`config.mk`:
```
export PLATFORM = sky130hd
export DESIGN_NAME = p4_router_egress_sched
export DESIGN_NICKNAME = d
export VERILOG_FILES = /design/src/rtl/p4_router_egress_sched.sv
export SDC_FILE = /design/constraint.sdc
export NUM_CORES = 1
export LEC_CHECK = 0
export CAP_MARGIN = 20
export CORE_AREA = 5 5 198 200
export CTS_CLUSTER_DIAMETER = 60
export DETAILED_ROUTE_END_ITERATION = 8
export DIE_AREA = 0 0 203 205
export GPL_TIMING_DRIVEN = 0
export PLACE_DENSITY = 0.42
export SLEW_MARGIN = 20
export SYNTH_ARGS = -nofsm -noshare
export SYNTH_HDL_FRONTEND = slang
export SYNTH_SLANG_ARGS = --single-unit
```
`constraint.sdc`:
```
create_clock -name clk -period 5.5 [get_ports clk]
set_input_delay 1.375 -clock clk [delete_from_list [all_inputs] [get_ports clk]]
set_output_delay 1.375 -clock clk [all_outputs]
set_load 0.1 [all_outputs]
```
`src/rtl/p4_router_egress_sched.sv`:
```
// Packet-atomic weighted round-robin scheduler sharing one AXIS egress bus between NUM_INPUTS queues.
// Optional per-input packet counters are compiled in when P4_ROUTER_EGR_SCHED_CNT_EN is defined.
`timescale 1ns/1ps
module p4_router_egress_sched #(
  parameter int NUM_INPUTS   = 4,
  parameter int WEIGHT_WIDTH = 8,
  parameter int CNT_WIDTH    = 32,
  parameter int DATA_BYTES   = 8,
  parameter int USER_WIDTH   = 4,
  parameter int ID_WIDTH     = 4,
  parameter int DEST_WIDTH   = 4,
  localparam int IDX_W       = (NUM_INPUTS > 1) ? $clog2(NUM_INPUTS) : 1,
  localparam int DATA_W      = DATA_BYTES * 8
) (
  input  logic                                     clk,
  input  logic                                     rst_n,
  input  logic [NUM_INPUTS-1:0][DATA_W-1:0]        axis_in_tdata,
  input  logic [NUM_INPUTS-1:0][DATA_BYTES-1:0]    axis_in_tkeep,
  input  logic [NUM_INPUTS-1:0][DATA_BYTES-1:0]    axis_in_tstrb,
  input  logic [NUM_INPUTS-1:0]                    axis_in_tlast,
  input  logic [NUM_INPUTS-1:0][ID_WIDTH-1:0]      axis_in_tid,
  input  logic [NUM_INPUTS-1:0][DEST_WIDTH-1:0]    axis_in_tdest,
  input  logic [NUM_INPUTS-1:0][USER_WIDTH-1:0]    axis_in_tuser,
  input  logic [NUM_INPUTS-1:0]                    axis_in_tvalid,
  output logic [NUM_INPUTS-1:0]                    axis_in_tready,
  output logic [DATA_W-1:0]                        axis_out_tdata,
  output logic [DATA_BYTES-1:0]                    axis_out_tkeep,
  output logic [DATA_BYTES-1:0]                    axis_out_tstrb,
  output logic                                     axis_out_tlast,
  output logic [ID_WIDTH-1:0]                      axis_out_tid,
  output logic [DEST_WIDTH-1:0]                    axis_out_tdest,
  output logic [USER_WIDTH-1:0]                    axis_out_tuser,
  output logic                                     axis_out_tvalid,
  input  logic                                     axis_out_tready,
  input  logic [NUM_INPUTS-1:0]                    in_enable,
  input  logic [NUM_INPUTS-1:0][WEIGHT_WIDTH-1:0]  weights,
  output logic [IDX_W-1:0]                         grant_idx,
  output logic                                     busy
`ifdef P4_ROUTER_EGR_SCHED_CNT_EN
  ,
  output logic [NUM_INPUTS-1:0][CNT_WIDTH-1:0]     pkt_cnt,
  input  logic [NUM_INPUTS-1:0]                    pkt_cnt_clear
`endif
);

  typedef enum logic {IDLE, XFER} state_t;

  localparam logic [IDX_W:0] NUM_W = (IDX_W + 1)'(NUM_INPUTS);

  state_t                                  state_q, state_d;
  logic [IDX_W-1:0]                        rr_ptr_q, rr_ptr_d;
  logic [IDX_W-1:0]                        grant_q, grant_d;
  logic [NUM_INPUTS-1:0][WEIGHT_WIDTH-1:0] credit_q, credit_d;
  logic [NUM_INPUTS-1:0]                   candidate, eligible;
  logic                                    any_elig;
  logic [IDX_W-1:0]                        pick;
  logic [IDX_W:0]                          idx_sum;
  logic                                    last_hs;

  // A zero weight still earns one packet per round; max(w,1) never exceeds 2^W-1.
  function automatic logic [WEIGHT_WIDTH-1:0] reload_val(input logic [WEIGHT_WIDTH-1:0] w);
    return (w == '0) ? WEIGHT_WIDTH'(1) : w;
  endfunction

  function automatic logic [WEIGHT_WIDTH-1:0] dec_floor(input logic [WEIGHT_WIDTH-1:0] c);
    return (c == '0) ? c : c - 1'b1;
  endfunction

  always_comb begin
    candidate = axis_in_tvalid & in_enable;
    for (int i = 0; i < NUM_INPUTS; i++) begin
      eligible[i] = candidate[i] & (credit_q[i] != '0);
    end
  end

  // First eligible input at or after rr_ptr, wrapping modulo NUM_INPUTS.
  always_comb begin
    any_elig = 1'b0;
    pick     = '0;
    idx_sum  = '0;
    for (int k = 0; k < NUM_INPUTS; k++) begin
      idx_sum = {1'b0, rr_ptr_q} + (IDX_W + 1)'(k);
      if (idx_sum >= NUM_W) idx_sum = idx_sum - NUM_W;
      if (!any_elig && eligible[idx_sum[IDX_W-1:0]]) begin
        any_elig = 1'b1;
        pick     = idx_sum[IDX_W-1:0];
      end
    end
  end

  always_comb begin
    axis_out_tdata  = axis_in_tdata[grant_q];
    axis_out_tkeep  = axis_in_tkeep[grant_q];
    axis_out_tstrb  = axis_in_tstrb[grant_q];
    axis_out_tlast  = axis_in_tlast[grant_q];
    axis_out_tid    = axis_in_tid[grant_q];
    axis_out_tdest  = axis_in_tdest[grant_q];
    axis_out_tuser  = axis_in_tuser[grant_q];
    axis_out_tvalid = (state_q == XFER) & axis_in_tvalid[grant_q];
    axis_in_tready  = '0;
    if (state_q == XFER) axis_in_tready[grant_q] = axis_out_tready;
  end

  assign last_hs   = axis_out_tvalid & axis_out_tready & axis_out_tlast;
  assign busy      = (state_q == XFER);
  assign grant_idx = grant_q;

  always_comb begin
    state_d  = state_q;
    rr_ptr_d = rr_ptr_q;
    grant_d  = grant_q;
    credit_d = credit_q;
    case (state_q)
      IDLE: begin
        if (any_elig) begin
          grant_d        = pick;
          credit_d[pick] = dec_floor(credit_q[pick]);
          rr_ptr_d       = (pick == IDX_W'(NUM_INPUTS - 1)) ? '0 : pick + 1'b1;
          state_d        = XFER;
        end else if (|candidate) begin
          // Round exhausted: refill every input, arbitration resumes next cycle.
          for (int i = 0; i < NUM_INPUTS; i++) begin
            credit_d[i] = reload_val(weights[i]);
          end
        end
      end
      XFER: begin
        if (last_hs) state_d = IDLE;
      end
      default: state_d = IDLE;
    endcase
  end

  always_ff @(posedge clk or negedge rst_n) begin
    if (!rst_n) begin
      state_q  <= IDLE;
      rr_ptr_q <= '0;
      grant_q  <= '0;
      credit_q <= '0;
    end else begin
      state_q  <= state_d;
      rr_ptr_q <= rr_ptr_d;
      grant_q  <= grant_d;
      credit_q <= credit_d;
    end
  end

`ifdef P4_ROUTER_EGR_SCHED_CNT_EN
  logic [NUM_INPUTS-1:0][CNT_WIDTH-1:0] pkt_cnt_q, pkt_cnt_d;

  // Clear has priority over a same-cycle tlast; counts stick at all-ones.
  always_comb begin
    pkt_cnt_d = pkt_cnt_q;
    for (int i = 0; i < NUM_INPUTS; i++) begin
      if (pkt_cnt_clear[i]) begin
        pkt_cnt_d[i] = '0;
      end else if (last_hs && (grant_q == IDX_W'(i)) && (pkt_cnt_q[i] != '1)) begin
        pkt_cnt_d[i] = pkt_cnt_q[i] + 1'b1;
      end
    end
  end

  always_ff @(posedge clk or negedge rst_n) begin
    if (!rst_n) pkt_cnt_q <= '0;
    else        pkt_cnt_q <= pkt_cnt_d;
  end

  assign pkt_cnt = pkt_cnt_q;
`endif

endmodule

```
==> load_flow_metrics.sql, run 1 <==
INSERT INTO impl_metrics (metric_group, metric, value, unit) VALUES
('status', 'outcome', 'finished, final reports clean', ''),
('worst_hold_path', 'worstHoldStart', 'credit_q[23]', ''),
('sta', 'final_max_slew_viol_count', '0', ''),
('die', 'fp.coreArea', '37200', 'um2'),
('clock_tree', 'cts_hold_buffers', '0', ''),
('synth', 'xor_and_xnor_fraction_of_the_mapped_netlist_area', '0.361', '%'),
('global_routing', 'gr-usage-all-layers', '21.3', '%'),
('synth', 'ys_types', '56', ''),
('sta', 'final_period_minus_worst_setup_slack', '5.23', 'ns'),
('synth', 'yosys_register_bits', '37', ''),
('sta', 'finalCritPeriodShare', '95.1', '%'),
('sta', 'finalSetupViolCount', '0', ''),
('worst_setup_path', 'critPathLaunchType', 'flip-flop', ''),
('synth', 'post_synthesis_mux_area_share', '44.7', '%'),
('synth', 'synthesis.area', '4850', 'um2'),
('clock_tree', 'cts_made_buffers', '5', ''),
('die', 'die-area', '41600', 'um2'),
('pwr', 'vdd_drop_max', '0.365', 'mV'),
('die', 'die_width', '203', 'um'),
('synth', 'synth-async-reset-ratio', '100', '%'),
('worst_setup_path', 'timing.reg2reg.worst_path_depth', '13', ''),
('pwr', 'switchingPower', '4.30', 'mW'),
('synth', 'synthCells', '426', ''),
('clock_tree', 'cts-root-buf', 'sky130_fd_sc_hd__clkbuf_16', ''),
('pwr', 'power.total', '6.42', 'mW'),
('global_routing', 'antenna_found_initial', '9', ''),
('detailed_routing', 'detailroute.via_count', '6642', ''),
('synth', 'synth-edff-count', '0', ''),
('clock_tree', 'cts.sinks', '37', ''),
('pwr', 'combinational_power_share', '85.4', '%'),
('worst_setup_path', 'worstPathArrival', '3.85', 'ns'),
('layout', 'fraction_of_layout_cells_with_a_size_suffix_above_1', '16.5', '%'),
('pwr', 'leak', '3.72', 'nW'),
('detailed_routing', 'routed_wl', '47600', 'um'),
('worst_setup_path', 'critPathMaxFanout', '10', ''),
('detailed_routing', 'postRouteAntennaNets', '0', ''),
('clock_tree', 'cts.clk_slew.worst_paths', '0.06', 'ns'),
('synth', 'synth_compound_area_share', '17.1', '%'),
('global_routing', 'gr-total-overflow', '0', ''),
('sta', 'slew_headroom', '20.6', '%'),
('clock_tree', 'cts.repair.resized', '24', ''),
('worst_setup_path', 'required', '4.12', 'ns'),
('sta', 'hold_slack', '0.586', 'ns'),
('layout', 'final_net_count', '1371', ''),
('detailed_routing', 'drt_drc_violations_left', '0', ''),
('worst_hold_path', 'worst_hold_path.num_cells', '2', ''),
('synth', 'yosys_warnings', '0', ''),
('sta', 'final_hold_viol_count', '0', ''),
('worst_setup_path', 'r2r_setup_slk', '1.28', 'ns'),
('sta', 'final.setup_skew', '0.00487', 'ns'),
('synth', 'post_synth_simple_gate_area', '14.1', '%'),
('layout', 'final_design_utilization', '28.8', '%'),
('detailed_routing', 'first_pass_iters', '5', ''),
('synth', 'fraction_of_the_yosys_area_taken_by_sequential_cells', '19.1', '%'),
('synth', 'avgSynthCellArea', '11.4', 'um2'),
('synth', 'dominantRegCellSynth', 'sky130_fd_sc_hd__dfrtp_1', ''),
('synth', 'synth_adder_area_share', '1.55', '%'),
('synth', 'syn_nets', '847', ''),
('sta', 'max_freq', '0.191', 'GHz'),
('detailed_routing', 'dr.first_iter.drc_count', '541', ''),
('global_routing', 'grt_pass1_wl', '61800', 'um'),
('layout', 'register_area', '927', 'um2'),
('placement', 'hpwl', '41900', 'um'),
('sta', 'max_slew.worst_pin.slew', '1.19', 'ns'),
('pwr', 'cell_internal_pwr', '2.13', 'mW'),
('worst_setup_path', 'kind_of_end_point_of_the_critical_path', 'output port', ''),
('layout', 'area_delta_synth_final', '121', '%'),
('layout', 'final.fill_count', '3913', ''),
('die', 'ioPinCount', '516', ''),
('die', 'core_rows', '71', ''),
('pwr', 'power_density', '599', 'nW/um2');
==> logic make-up after synthesis <==
kind of cell	count (synthesis)
simple gates	131
mux	99
xor+xnor	2
flops	37
compound gates	114
fa+ha+maj	6
buf+inv	37
==> cell type report <==
cell class                      instances  area share, %
Antenna cell                            6          0.140
Buffer                                 31           1.27
Clock buffer                            5           1.17
Clock inverter                          2          0.326
Inverter                                4          0.140
Multi-Input combinational cell        352           35.3
Sequential cell                        37           8.64
Tap cell                              474           5.53
Timing Repair Buffer                  519           47.5
==> through the flow <==
| step | TNS, ns | setup slack [ns] | area, um2 | std cells |
|---|---|---|---|---|
| floorplan | 0 | 0.0893 | 4850 | 426 |
| detailed placement | -6.65 | -0.296 | 10600 | 1419 |
| global route | 0 | 0.0411 | 10700 | 1426 |
| global placement | -8.11 | -0.303 | 10600 | 1415 |
| finish | 0 | 0.271 | 10700 | 1430 |
| CTS | 0 | 0.0668 | 10700 | 1424 |
==> cell usage in the layout, fill, tap and decap left out, types with 12 or more instances in the layout <==
master	synthesis	routed
sky130_fd_sc_hd__a21oi_1	30	30
sky130_fd_sc_hd__buf_2	2	24
sky130_fd_sc_hd__mux4_2	94	94
sky130_fd_sc_hd__nand2_1	43	43
sky130_fd_sc_hd__dlygate4sd2_1	0	13
sky130_fd_sc_hd__nor3_1	12	12
sky130_fd_sc_hd__clkbuf_1	20	18
sky130_fd_sc_hd__nor2_1	27	27
sky130_fd_sc_hd__o21ai_1	14	14
sky130_fd_sc_hd__clkdlybuf4s50_1	0	477
sky130_fd_sc_hd__dfrtp_1	37	36
==> how the worst max path moves through the flow <==
stage | start | slack (ns) | end
2_1_floorplan | grant_idx[1] | 0.09 | axis_in_tready[2]
3_3_place_gp | grant_idx[0] | -0.30 | axis_out_tdata[44]
3_5_place_dp | grant_idx[0] | -0.30 | axis_out_tdata[44]
4_1_cts | grant_idx[0] | 0.07 | axis_out_tstrb[0]
5_1_grt | grant_idx[0] | 0.04 | axis_out_tdata[44]
6_report | grant_idx[0] | 0.27 | axis_out_tdata[42]
==> state kept, by name (all words and copies together) (netlist names) <==
| name | flops |
|---|---|
| credit_q | 32 |
| grant_idx | 2 |
| rr_ptr_q | 2 |
| busy | 1 |
==> power by group through the flow <==
stage	registers [mW]	clock network (mW)	logic, mW
final	0.605	0.332	5.49
after CTS	0.609	0.335	5.52
after floorplan	0.560	0	3.78
after global placement	0.574	0	5.61
after detailed placement	0.574	0	5.56
after global routing	0.624	0.343	5.69
==> cell usage after synthesis (all sizes together), types with 2 or more instances <==
cell type	number	share of area, %
a211oi	8	1.4
a21o	6	0.93
a21oi	31	3.3
a221oi	6	1.3
a31oi	3	0.39
a32o	4	0.82
a41oi	2	0.36
and3	3	0.49
buf	13	1.2
clkbuf	20	1.5
dfrtp	37	19
ha	6	1.5
inv	3	0.23
mux2i	4	0.82
mux4	94	44
nand2	43	3.3
nand3	7	0.72
nand3b	4	0.62
nand4	3	0.70
nor2	28	2.3
nor2b	9	1.2
nor3	12	1.2
nor4	12	2.2
o21a	3	0.62
o21ai	21	2.2
o221a	9	2.1
o22ai	4	0.52
o32ai	8	1.4
or3	8	1.0
xor2	2	0.36
==> worst max-delay path, cell delays in order (launching register included) <==
cell and delay [ns]:
sky130_fd_sc_hd__dfrtp_2 0.65, sky130_fd_sc_hd__clkbuf_1 0.60, sky130_fd_sc_hd__clkdlybuf4s15_2 0.57, sky130_fd_sc_hd__mux4_2 0.69
sky130_fd_sc_hd__clkdlybuf4s50_1 1.04
==> routing by layer <==
layer / track usage (%) / routed length, um / up-vias / share of wire [%]
li1: - / - / 2874 / -
met1: 29.2 / 20800 / 3380 / 44
met2: 30.4 / 19900 / 373 / 42
met3: 12.2 / 6680 / 13 / 14
met4: 1.45 / 196 / 2 / 0.41
met5: 0 / 13 / - / 0.027
No activity file was read; power rests on OpenSTA's default activity.
==> run 2: changes to the inputs <==
Settings changed: CAP_MARGIN 20 to not set.
==> run 2 against run 1 <==
Against the previous run: cell area shrank 0.26%; global-route usage is essentially flat; power shrank 0.23%; clock-buffer cell count grew 1; fmax shrank 1.8%; critical path type unchanged; largest power group unchanged.
==> load_flow_metrics.sql, run 2 (synthesized netlist as in run 1, its figures left out) <==
INSERT INTO impl_metrics (metric_group, metric, value, unit) VALUES
('status', 'outcome', 'finished, final reports clean', ''),
('sta', 'rsz_0062_raised_after_global_routing', 'no', ''),
('pwr', 'switching_share', '67.2', '%'),
('clock_tree', 'cts-root-to-sink-buffers', '2', ''),
('sta', 'setup_tns', '0', 'ns'),
('global_routing', 'grt_pass1_wl', '61100', 'um'),
('worst_setup_path', 'worstPathArrival', '3.95', 'ns'),
('worst_setup_path', 'required', '4.12', 'ns'),
('sta', 'finalCritPeriodShare', '96.8', '%'),
('die', 'ioPinCount', '516', ''),
('die', 'start_util', '13.0', '%'),
('die', 'die-area', '41600', 'um2'),
('sta', 'final_period_minus_worst_setup_slack', '5.32', 'ns'),
('worst_setup_path', 'critPathLaunchType', 'flip-flop', ''),
('detailed_routing', 'routed_via_density', '4.64', ''),
('worst_setup_path', 'timing.reg2reg.worst_path_depth', '13', ''),
('pwr', 'switchingPower', '4.30', 'mW'),
('placement', 'globalplace.congestion', '0.861', ''),
('detailed_routing', 'detailroute.via_count', '6629', ''),
('sta', 'slew_headroom', '19.8', '%'),
('clock_tree', 'htreeDepth', '2', ''),
('layout', 'fraction_of_layout_cells_with_a_size_suffix_above_1', '16.4', '%'),
('worst_hold_path', 'worstHoldStart', 'credit_q[7]', ''),
('sta', 'max_freq', '0.188', 'GHz'),
('pwr', 'leak', '3.73', 'nW'),
('pwr', 'clock_power_share', '5.5', '%'),
('global_routing', 'antenna_found_initial', '13', ''),
('die', 'core_rows', '71', ''),
('clock_tree', 'cts.sinks', '37', ''),
('detailed_routing', 'postRouteAntennaNets', '0', ''),
('placement', 'hpwl', '41800', 'um'),
('die', 'die_y', '205', 'um'),
('pwr', 'power_density', '599', 'nW/um2'),
('layout', 'max_flop_register', 'credit_q', ''),
('worst_hold_path', 'hold-path-endpoint', 'credit_q[7]', ''),
('layout', 'largest_reg_flops', '32', ''),
('detailed_routing', 'drt_drc_violations_left', '0', ''),
('clock_tree', 'clock_latency', '0.29', 'ns'),
('worst_setup_path', 'critical_path.reg2reg.startpoint', 'credit_q[20]', ''),
('worst_setup_path', 'critPathMaxFanout', '10', ''),
('worst_setup_path', 'r2r-end', 'credit_q[0]', ''),
('die', 'fp.coreArea', '37200', 'um2'),
('worst_hold_path', 'worst_hold_path.num_cells', '2', ''),
('sta', 'finalSetupViolCount', '0', ''),
('detailed_routing', 'dr.first_iter.drc_count', '547', ''),
('layout', 'final_design_utilization', '28.8', '%'),
('global_routing', 'first_global_vias', '6900', ''),
('sta', 'final_max_slew_viol_count', '0', ''),
('layout', 'final_cell_mix', '474 x sky130_fd_sc_hd__clkdlybuf4s50_1, 94 x sky130_fd_sc_hd__mux4_2, 43 x sky130_fd_sc_hd__nand2_1', ''),
('worst_setup_path', 'kind_of_end_point_of_the_critical_path', 'output port', ''),
('worst_setup_path', 'r2r_setup_slk', '1.19', 'ns'),
('layout', 'area_delta_synth_final', '120', '%'),
('clock_tree', 'cts_tree', 'built', ''),
('detailed_routing', 'wire_per_inst', '33.4', 'um'),
('pwr', 'combinational_power_share', '85.0', '%'),
('global_routing', 'gr-usage-all-layers', '21.3', '%'),
('sta', 'final.setup_skew', '0.00836', 'ns'),
('clock_tree', 'cts-root-buf', 'sky130_fd_sc_hd__clkbuf_16', ''),
('global_routing', 'gr-total-overflow', '0', ''),
('detailed_routing', 'first_pass_iters', '5', ''),
('sta', 'max_slew.worst_pin.slew', '1.20', 'ns'),
('pwr', 'cell_internal_pwr', '2.10', 'mW'),
('layout', 'layout_commonest_cell', 'sky130_fd_sc_hd__clkdlybuf4s50_1', ''),
('pwr', 'vdd_drop_max', '0.449', 'mV'),
('clock_tree', 'cts.clk_slew.worst_paths', '0.06', 'ns'),
('die', 'die_width', '203', 'um'),
('clock_tree', 'cts_hold_buffers', '0', ''),
('placement', 'placed_area', '10500', 'um2'),
('global_routing', 'largest_net_degree_at_the_start_of_global_routing', '27', ''),
('sta', 'hold_slack', '0.578', 'ns'),
('run', 'cap_viol_max_count', '0', ''),
('clock_tree', 'cts_made_buffers', '5', ''),
('worst_setup_path', 'path_class', 'reg -> out', ''),
('layout', 'final_net_count', '1368', ''),
('sta', 'final_hold_viol_count', '0', ''),
('worst_hold_path', 'hp-class', 'reg -> reg', ''),
('pwr', 'seq_power_share', '9.5', '%'),
('layout', 'fin_area', '10700', 'um2'),
('placement', 'place.port_buffers', '515', ''),
('detailed_routing', 'routed_wl', '47800', 'um');
-- run 2: critical path, stage by stage, from the launching register on --
cell and delay, ns:
sky130_fd_sc_hd__dfrtp_1 0.90, sky130_fd_sc_hd__clkbuf_1 0.51, sky130_fd_sc_hd__clkdlybuf4s15_1 0.74, sky130_fd_sc_hd__mux4_2 0.34
sky130_fd_sc_hd__clkdlybuf4s50_1 1.16
-- run 2: final cells by class --
type / count / area [um2]
Buffer: 31 / 144
Multi-Input combinational cell: 352 / 3790
Tap cell: 474 / 593
Inverter: 4 / 15.0
Fill cell: 3881 / 26500
Clock inverter: 2 / 37.5
Timing Repair Buffer: 516 / 5040
Clock buffer: 6 / 139
Antenna cell: 8 / 20.0
Sequential cell: 37 / 927
-- run 2: power groups by stage --
stage / clock (mW) / sequential, mW / combinational, mW
floorplan: 0 / 0.560 / 3.78
global placement: 0 / 0.574 / 5.61
detailed placement: 0 / 0.572 / 5.52
CTS: 0.356 / 0.609 / 5.48
global route: 0.364 / 0.621 / 5.65
finish: 0.354 / 0.608 / 5.45
-- run 2: layer usage --
layer / global-route usage (%) / share of wire, %
met5: 0 / 0.071
met4: 2.89 / 0.77
met3: 12.3 / 14
met2: 29.7 / 42
met1: 29.2 / 44
-- run 2: metrics by stage --
stage	setup WS, ns	cells	total power, mW
floorplan	0.0893	426	4.34
global placement	-0.303	1415	6.18
detailed placement	-0.307	1416	6.10
CTS	0.0638	1422	6.45
global route	0.00332	1425	6.64
finish	0.178	1430	6.41
-- run 2: how the worst max path moves through the flow --
stage            startpoint                  to  slack [ns]  cells after the start
6_report       grant_idx[1]   axis_out_tuser[1]        0.18                      4
4_1_cts        grant_idx[0]   axis_out_tstrb[0]        0.06                      4
3_5_place_dp   grant_idx[0]  axis_out_tdata[44]       -0.31                      5
5_1_grt        grant_idx[1]   axis_out_tuser[1]       0.003                      4
2_1_floorplan  grant_idx[1]   axis_in_tready[2]        0.09                      5
3_3_place_gp   grant_idx[0]  axis_out_tdata[44]       -0.30                      5
-- run 2: timing repair --
action                                  CTS  global route
endpoints found under the setup margin   47            21
resized for setup                        19             7
setup buffers                             0             0
